## config.mk

```make
export PLATFORM = sky130hd
export DESIGN_NAME = gain_swap_sequencer_flat
export DESIGN_NICKNAME = d
export VERILOG_FILES = /design/src/rtl/gain_swap_sequencer_if.sv /design/src/rtl/gain_swap_sequencer.sv /design/src/flat_wrapper.sv
export SDC_FILE = /design/constraint.sdc
export NUM_CORES = 1
export LEC_CHECK = 0
export ABC_AREA = 0
export CORE_MARGIN = 8
export CORE_UTILIZATION = 35
export CTS_CLUSTER_SIZE = 25
export DETAILED_ROUTE_END_ITERATION = 6
export PLACE_DENSITY = 0.62
export SETUP_SLACK_MARGIN = 0.15
export SLEW_MARGIN = 40
export SYNTH_ARGS = -nofsm -noshare
export SYNTH_HDL_FRONTEND = slang
export SYNTH_SLANG_ARGS = --single-unit
```

## constraint.sdc

```tcl
create_clock -name clk -period 5.3 [get_ports clk]
set_clock_uncertainty 0.05 [all_clocks]
set_input_delay 0.53 -clock clk [delete_from_list [all_inputs] [get_ports clk]]
set_output_delay 0.53 -clock clk [all_outputs]
set_load 0.02 [all_outputs]
```

## src/rtl/gain_swap_sequencer_if.sv

```systemverilog
// Command bus of the gain/swap sequencer: valid/ready handshake carrying an
// opcode and a gain word.
interface gain_swap_sequencer_if #(
  parameter int data_width = 16
) ();
  logic                  cmd_valid;
  logic                  cmd_ready;
  logic [1:0]            cmd_op;
  logic [data_width-1:0] cmd_data;

  modport master (output cmd_valid, output cmd_op, output cmd_data, input cmd_ready);
  modport slave  (input cmd_valid, input cmd_op, input cmd_data, output cmd_ready);
endinterface

```

## src/rtl/gain_swap_sequencer.sv

```systemverilog
// Sequences click-free gain ramps and pipeline swaps for a downstream mixer,
// one command at a time, paced by the sample tick.
module gain_swap_sequencer #(
  parameter int data_width    = 16,
  parameter int gain_shift    = 4,
  parameter int step_shift    = 6,
  parameter int timeout_ticks = 512
) (
  input  logic                  clk,
  input  logic                  reset,
  gain_swap_sequencer_if.slave  cmd_if,
  input  logic                  sample_tick_i,
  output logic [data_width-1:0] gain_data_o,
  output logic                  set_input_gain_o,
  output logic                  set_output_gain_o,
  output logic                  swap_pipelines_o,
  input  logic                  pipelines_swapping_i,
  output logic                  busy_o,
  output logic                  cmd_error_o,
  output logic                  swap_timeout_o
);

  localparam logic [data_width-1:0] unity =
    {{(data_width-1){1'b0}}, 1'b1} << (data_width - 1 - gain_shift);
  localparam logic [data_width-1:0] step = unity >> step_shift;
  localparam int                    cnt_width = $clog2(timeout_ticks + 1);
  localparam logic [cnt_width-1:0]  timeout_cnt = cnt_width'(timeout_ticks);

  typedef enum logic [2:0] {
    IDLE,
    RAMP_IN,
    RAMP_OUT,
    SWAP_REQ,
    SWAP_WAIT
  } state_t;

  state_t                state_q, state_d;
  logic [data_width-1:0] target_q, target_d;
  logic [data_width-1:0] in_gain_q, in_gain_d;
  logic [data_width-1:0] out_gain_q, out_gain_d;
  logic [data_width-1:0] gain_data_q, gain_data_d;
  logic                  set_in_q, set_in_d;
  logic                  set_out_q, set_out_d;
  logic                  swap_q, swap_d;
  logic                  cmd_error_q, cmd_error_d;
  logic                  timeout_q, timeout_d;
  logic                  seen_high_q, seen_high_d;
  logic [cnt_width-1:0]  tick_cnt_q, tick_cnt_d;

  logic [data_width-1:0] cur_gain;
  logic [data_width-1:0] gain_diff;
  logic [data_width-1:0] ramp_next;
  logic [cnt_width-1:0]  cnt_inc;

  // One ramp step: compare the distance first so the add/subtract never wraps.
  always_comb begin
    cur_gain  = (state_q == RAMP_OUT) ? out_gain_q : in_gain_q;
    gain_diff = '0;
    ramp_next = cur_gain;
    if (target_q > cur_gain) begin
      gain_diff = target_q - cur_gain;
      ramp_next = (gain_diff <= step) ? target_q : cur_gain + step;
    end else begin
      gain_diff = cur_gain - target_q;
      ramp_next = (gain_diff <= step) ? target_q : cur_gain - step;
    end
  end

  assign cnt_inc = tick_cnt_q + cnt_width'(1);

  always_comb begin
    state_d     = state_q;
    target_d    = target_q;
    in_gain_d   = in_gain_q;
    out_gain_d  = out_gain_q;
    gain_data_d = gain_data_q;
    set_in_d    = 1'b0;
    set_out_d   = 1'b0;
    swap_d      = 1'b0;
    cmd_error_d = cmd_error_q;
    timeout_d   = timeout_q;
    seen_high_d = seen_high_q;
    tick_cnt_d  = tick_cnt_q;

    case (state_q)
      IDLE: begin
        if (cmd_if.cmd_valid) begin
          case (cmd_if.cmd_op)
            2'd0: begin
              target_d = cmd_if.cmd_data;
              state_d  = RAMP_IN;
            end
            2'd1: begin
              target_d = cmd_if.cmd_data;
              state_d  = RAMP_OUT;
            end
            2'd2:    state_d = SWAP_REQ;
            default: cmd_error_d = 1'b1;
          endcase
        end
      end

      RAMP_IN, RAMP_OUT: begin
        if (sample_tick_i) begin
          if (cur_gain == target_q) begin
            state_d = IDLE;
          end else begin
            gain_data_d = ramp_next;
            if (state_q == RAMP_IN) begin
              in_gain_d = ramp_next;
              set_in_d  = 1'b1;
            end else begin
              out_gain_d = ramp_next;
              set_out_d  = 1'b1;
            end
          end
        end
      end

      SWAP_REQ: begin
        swap_d      = 1'b1;
        seen_high_d = 1'b0;
        tick_cnt_d  = '0;
        state_d     = SWAP_WAIT;
      end

      SWAP_WAIT: begin
        if (pipelines_swapping_i) seen_high_d = 1'b1;
        if (sample_tick_i) tick_cnt_d = cnt_inc;
        // A crossfade that finishes on the timeout tick still counts as done.
        if (!pipelines_swapping_i && seen_high_q) begin
          state_d = IDLE;
        end else if (sample_tick_i && (cnt_inc == timeout_cnt)) begin
          timeout_d = 1'b1;
          state_d   = IDLE;
        end
      end

      default: state_d = IDLE;
    endcase
  end

  always_ff @(posedge clk) begin
    if (reset) begin
      state_q     <= IDLE;
      target_q    <= '0;
      in_gain_q   <= unity;
      out_gain_q  <= unity;
      gain_data_q <= '0;
      set_in_q    <= 1'b0;
      set_out_q   <= 1'b0;
      swap_q      <= 1'b0;
      cmd_error_q <= 1'b0;
      timeout_q   <= 1'b0;
      seen_high_q <= 1'b0;
      tick_cnt_q  <= '0;
    end else begin
      state_q     <= state_d;
      target_q    <= target_d;
      in_gain_q   <= in_gain_d;
      out_gain_q  <= out_gain_d;
      gain_data_q <= gain_data_d;
      set_in_q    <= set_in_d;
      set_out_q   <= set_out_d;
      swap_q      <= swap_d;
      cmd_error_q <= cmd_error_d;
      timeout_q   <= timeout_d;
      seen_high_q <= seen_high_d;
      tick_cnt_q  <= tick_cnt_d;
    end
  end

  assign cmd_if.cmd_ready  = (state_q == IDLE);
  assign busy_o            = (state_q != IDLE);
  assign gain_data_o       = gain_data_q;
  assign set_input_gain_o  = set_in_q;
  assign set_output_gain_o = set_out_q;
  assign swap_pipelines_o  = swap_q;
  assign cmd_error_o       = cmd_error_q;
  assign swap_timeout_o    = timeout_q;

endmodule

```

## src/flat_wrapper.sv

```systemverilog
// flat-port wrapper written by rule: the top's interface ports become plain ports
module gain_swap_sequencer_flat 
#(
  parameter int data_width    = 16,
  parameter int gain_shift    = 4,
  parameter int step_shift    = 6,
  parameter int timeout_ticks = 512
)
  (clk, reset, sample_tick_i, gain_data_o, set_input_gain_o, set_output_gain_o, swap_pipelines_o, pipelines_swapping_i, busy_o, cmd_error_o, swap_timeout_o, cmd_if_cmd_valid, cmd_if_cmd_op, cmd_if_cmd_data, cmd_if_cmd_ready);
  gain_swap_sequencer_if #(.data_width(data_width)) cmd_if_i ();
  input  logic clk;
  input  logic reset;
  input  logic sample_tick_i;
  output logic [data_width-1:0] gain_data_o;
  output logic set_input_gain_o;
  output logic set_output_gain_o;
  output logic swap_pipelines_o;
  input  logic pipelines_swapping_i;
  output logic busy_o;
  output logic cmd_error_o;
  output logic swap_timeout_o;
  input wire logic [$bits(cmd_if_i.cmd_valid)-1:0] cmd_if_cmd_valid;
  input wire logic [$bits(cmd_if_i.cmd_op)-1:0] cmd_if_cmd_op;
  input wire logic [$bits(cmd_if_i.cmd_data)-1:0] cmd_if_cmd_data;
  output wire logic [$bits(cmd_if_i.cmd_ready)-1:0] cmd_if_cmd_ready;
  assign cmd_if_i.cmd_valid = cmd_if_cmd_valid;
  assign cmd_if_i.cmd_op = cmd_if_cmd_op;
  assign cmd_if_i.cmd_data = cmd_if_cmd_data;
  assign cmd_if_cmd_ready = cmd_if_i.cmd_ready;
  gain_swap_sequencer #(.data_width(data_width), .gain_shift(gain_shift), .step_shift(step_shift), .timeout_ticks(timeout_ticks)) u_core (.clk(clk), .reset(reset), .cmd_if(cmd_if_i), .sample_tick_i(sample_tick_i), .gain_data_o(gain_data_o), .set_input_gain_o(set_input_gain_o), .set_output_gain_o(set_output_gain_o), .swap_pipelines_o(swap_pipelines_o), .pipelines_swapping_i(pipelines_swapping_i), .busy_o(busy_o), .cmd_error_o(cmd_error_o), .swap_timeout_o(swap_timeout_o));
endmodule
```

==> metrics.txt <==
# TYPE chip_impl_metric gauge
chip_impl_metric{name="floorplan.rows",unit=""} 47
chip_impl_metric{name="num_vias",unit=""} 5828
chip_impl_metric{name="proportion_of_layout_cells_with_a_drive_suffix_above_1",unit="%"} 10.1
chip_impl_metric{name="numPortBuffers",unit=""} 45
chip_impl_metric{name="globalRoute.totalOverflow",unit=""} 0
chip_impl_metric{name="max_fclk",unit="MHz"} 211
chip_impl_info{name="hold_path.startpoint",value="u_core.swap_timeout_o"} 1
chip_impl_metric{name="post_cts_hold_buffer_count",unit=""} 0
chip_impl_metric{name="synth_seq_area_share",unit="%"} 28.4
chip_impl_metric{name="pwr-share-seq",unit="%"} 22.6
chip_impl_metric{name="path_clk_slew",unit="ns"} 0.07
chip_impl_info{name="regToRegEndpoint",value="u_core.gain_data_o[11]"} 1
chip_impl_metric{name="layout.cell_area.non_filler",unit="µm²"} 6930
chip_impl_metric{name="drv_cap",unit=""} 0
chip_impl_info{name="yosys.area.top_type",value="dfxtp_1"} 1
chip_impl_metric{name="reg2regPathDepth",unit=""} 15
chip_impl_metric{name="diodes",unit=""} 0
chip_impl_info{name="critPathMostFrequentCell",value="nor2b_1"} 1
chip_impl_metric{name="slew_viol_final",unit=""} 0
chip_impl_metric{name="finalSetupTns",unit="ns"} 0
chip_impl_metric{name="final-setup-viol-count",unit=""} 0
chip_impl_metric{name="critPathBufInv",unit=""} 1
chip_impl_metric{name="netlist.area_leader.share",unit="%"} 28.4
chip_impl_metric{name="antenna_violating_nets_post_route",unit=""} 0
chip_impl_metric{name="totalPowerFinal",unit="mW"} 3.53
chip_impl_metric{name="critical_path.max_stage_delay",unit="ns"} 0.55
chip_impl_info{name="min_path_type",value="flop to flop"} 1
chip_impl_metric{name="internal-power",unit="mW"} 1.90
chip_impl_metric{name="num-nets-final",unit=""} 859
chip_impl_metric{name="p_leak",unit="nW"} 2.60
chip_impl_metric{name="firstDrtPassIters",unit=""} 5
chip_impl_metric{name="drt_iter0_markers",unit=""} 522
chip_impl_metric{name="drc",unit=""} 0
chip_impl_info{name="synth_common_cells",value="83 x dfxtp_1, 81 x nand2_1, 71 x nor2_1, 55 x a21oi_1, 42 x inv_1"} 1
chip_impl_metric{name="antenna_violations_before_repair",unit=""} 0
chip_impl_metric{name="ys.warnings.count",unit=""} 0
chip_impl_metric{name="floorplan.io_pins",unit=""} 46
chip_impl_info{name="crit_family",value="simple AND/OR/NAND/NOR gates"} 1
chip_impl_metric{name="syn-mean-instance-area",unit="µm²"} 7.67
chip_impl_metric{name="vdd_ir_drop_max",unit="µV"} 388
chip_impl_metric{name="synth_cell_type_count",unit=""} 80
chip_impl_metric{name="die_width",unit="µm"} 145
chip_impl_info{name="yosys-top-cells-area",value="dfxtp_1 28%, ha_1 6.4%, nand2_1 5.2%"} 1
chip_impl_info{name="worstSetupStartpointType",value="flop"} 1
chip_impl_metric{name="finalCritPeriodShare",unit="%"} 89.6
chip_impl_metric{name="timing.critical_path.required",unit="ns"} 5.44
chip_impl_metric{name="flow.area_growth_from_synthesis",unit="%"} 18.6
chip_impl_metric{name="grt_pass1_wl",unit="µm"} 28200
chip_impl_metric{name="place_area",unit="µm²"} 6610
chip_impl_metric{name="min_path_cells",unit=""} 2
chip_impl_info{name="end_kind",value="flop"} 1
chip_impl_metric{name="cts-buffers-inserted",unit=""} 9
chip_impl_metric{name="p_sw",unit="mW"} 1.63
chip_impl_metric{name="postSynthNetCount",unit=""} 815
chip_impl_metric{name="tightestPinTransition",unit="ns"} 0.781
chip_impl_metric{name="globalRouteTotalUtil",unit="%"} 15.9
chip_impl_metric{name="met2_wl_post_dr",unit="µm"} 7670
chip_impl_metric{name="routed_via_density",unit=""} 5.65
chip_impl_info{name="rsz_0062_raised_after_global_routing",value="false"} 1
chip_impl_metric{name="h-tree-depth",unit=""} 3
chip_impl_metric{name="drt_wl_total",unit="µm"} 17200
chip_impl_metric{name="die_h",unit="µm"} 145
chip_impl_metric{name="floorplan.die_area",unit="µm²"} 21100
chip_impl_info{name="tritoncts",value="done"} 1
chip_impl_metric{name="standard_cell_core_area",unit="µm²"} 16500
chip_impl_metric{name="pwr-share-clk",unit="%"} 17.8
chip_impl_metric{name="power_density",unit="nW/µm²"} 509
chip_impl_metric{name="critPathMaxFanout",unit=""} 17
chip_impl_info{name="dominantRegCellSynth",value="dfxtp_1"} 1
chip_impl_metric{name="gp_congestion",unit=""} 0.933
chip_impl_metric{name="first_global_vias",unit=""} 5400
chip_impl_metric{name="r2r_slack",unit="ns"} 0.55
chip_impl_metric{name="number_of_endpoints_with_negative_hold_slack_in_the_final_report",unit=""} 0
chip_impl_info{name="top_layer_used",value="met4"} 1
chip_impl_metric{name="synthCells",unit=""} 762
chip_impl_metric{name="swShare",unit="%"} 46.2
chip_impl_metric{name="wirelength_met1",unit="µm"} 8210
chip_impl_metric{name="asyncSetResetFlopFracSynth",unit="%"} 0
chip_impl_info{name="status",value="complete, no violations"} 1
chip_impl_info{name="crit_slowest_cell",value="or4_4"} 1
chip_impl_metric{name="nFillCells",unit=""} 1709
chip_impl_metric{name="clk-insertion-delay-late",unit="ns"} 0.35
chip_impl_metric{name="syn_std_cell_area",unit="µm²"} 5840
chip_impl_info{name="post-synth-top-count-cell",value="dfxtp_1"} 1
chip_impl_metric{name="initial_utilization",unit="%"} 35.5
chip_impl_metric{name="postSynthRegisterBits",unit=""} 83
chip_impl_metric{name="route.detailed.wl_per_inst",unit="µm"} 16.7
chip_impl_metric{name="critical_path_arrival",unit="ns"} 4.89
chip_impl_metric{name="share_comb_of_total_power",unit="%"} 59.6
chip_impl_info{name="cp_cell_sequence",value="or3b_4 -> a21o_1 -> ha_1 -> nor2b_1 -> and2_1 -> o31ai_2 -> nand3_2 -> or3b_1 -> and3_1 -> or4_4 -> o31ai_4 -> buf_4 -> nor2b_1 -> o31ai_1 -> a311oi_1"} 1
chip_impl_metric{name="cts-root-to-sink-buffers",unit=""} 2
chip_impl_metric{name="cts.sink_count",unit=""} 83
chip_impl_metric{name="synth_enable_flop_cells",unit=""} 0
chip_impl_metric{name="dpl.hpwl",unit="µm"} 12900
chip_impl_info{name="crit-reg2reg-launch",value="u_core.state_q[1]"} 1
chip_impl_info{name="timing_worst_setup_path_type",value="flop to flop"} 1
chip_impl_metric{name="slew_headroom",unit="%"} 46.6
chip_impl_info{name="cts.root.buffer_cell",value="clkbuf_16"} 1
chip_impl_metric{name="wl_met3",unit="µm"} 927
chip_impl_metric{name="timing.final.crit_period",unit="ns"} 4.75
chip_impl_info{name="worst_hold_path.endpoint",value="u_core.swap_timeout_o"} 1
chip_impl_metric{name="grt_max_degree",unit=""} 84
[cell usage in the layout (no fill, tap or decap), drive strengths merged, types with 6 or more instances in the layout]
master         count
and3              10
nand2             87
mux2i             14
xnor2             16
ha                30
nor3              20
a211oi            16
a21oi             56
dfxtp             83
clkbuf            10
o32ai              6
o21ai             31
a31oi             10
nand2b            29
nand3             18
buf               37
clkdlybuf4s50     44
nand4             12
a21o               6
nor2b              9
xor2              10
a311oi            22
o21bai             6
inv               48
o31ai              7
o22ai             27
nor2              71
[kinds of logic (layout without fill, tap and decap cells)]
kind of cell	after synthesis	after routing	share of synthesized area, %
AOI/OAI and AO/OA	226	226	26.7
xor gates and xnor gates	26	26	3.90
adders and majority gates	30	30	6.42
buffers and inverters	92	141	6.61
DFF	83	83	28.4
muxes	16	16	2.78
and+or+nand+nor	289	289	25.2
[stage by stage]
step                      std cells  hold slack, ns  util [%]  worst slack, ns
final                          1031           0.426      42.1            0.549
after global routing           1031           0.459      42.1            0.221
after CTS                      1028           0.437      41.9            0.360
after detailed placement       1012           0.418      40.2            0.412
after global placement         1012           0.406      40.2            0.423
after floorplan                 762           0.399         -            0.491
[worst register-to-register path: cells and delay by family (launching register included)]
| family | cells | cell delay, ns |
|---|---|---|
| DFF | 1 | 0.49 |
| buffers and inverters | 1 | 0.25 |
| adders and majority gates | 1 | 0.32 |
| AOI/OAI and AO/OA | 5 | 1.28 |
| and+or+nand+nor | 8 | 2.20 |
[flip-flops by register name (all words and copies together), names as in the netlist, 3 cells and up]
name / cells
u_core.tick_cnt_q: 10
u_core.state_q: 3
u_core.out_gain_q: 16
u_core.in_gain_q: 16
u_core.gain_data_o: 16
u_core.target_q: 16
[power by group through the flow]
stage               Sequential (mW)  Combinational [mW]  Clock (mW)
finish                        0.799                2.11       0.627
floorplan                     0.809                1.47           0
global route                  0.812                2.29       0.657
CTS                           0.799                2.06       0.637
global placement              0.813                2.05           0
detailed placement            0.813                2.05           0
[cell type report]
cell class / count / area [µm²] / area share, %
Clock inverter: 6 / 53.8 / 0.776
Sequential cell: 83 / 1660 / 24.0
Inverter: 44 / 165 / 2.38
Clock buffer: 10 / 239 / 3.45
Multi-Input combinational cell: 587 / 3810 / 55.0
Timing Repair Buffer: 81 / 728 / 10.5
Tap cell: 220 / 275 / 3.97
[repair_timing]
action,4_1_cts,5_1_grt
setup endpoints to repair,0,43
gates resized for setup,0,3
setup buffers,0,3
[layer usage]
metal / up-vias / GRT usage [%]
met5: - / 0
met2: 201 / 24.5
met1: 2735 / 21.9
met3: 25 / 2.36
li1: 2867 / -
met4: 0 / 6.51
[worst max path at each step]
stage | startpoint | to | slack [ns] | cells past startpoint
after floorplan | u_core.state_q[1] | u_core.gain_data_o[3] | 0.49 | 19
after global placement | u_core.state_q[1] | u_core.gain_data_o[11] | 0.42 | 16
after detailed placement | u_core.state_q[1] | u_core.gain_data_o[11] | 0.41 | 16
after CTS | u_core.state_q[1] | u_core.gain_data_o[11] | 0.36 | 16
after global routing | u_core.state_q[1] | u_core.gain_data_o[11] | 0.22 | 16
final | u_core.state_q[1] | u_core.gain_data_o[11] | 0.55 | 15
No activity file was read; power rests on OpenSTA's default activity.
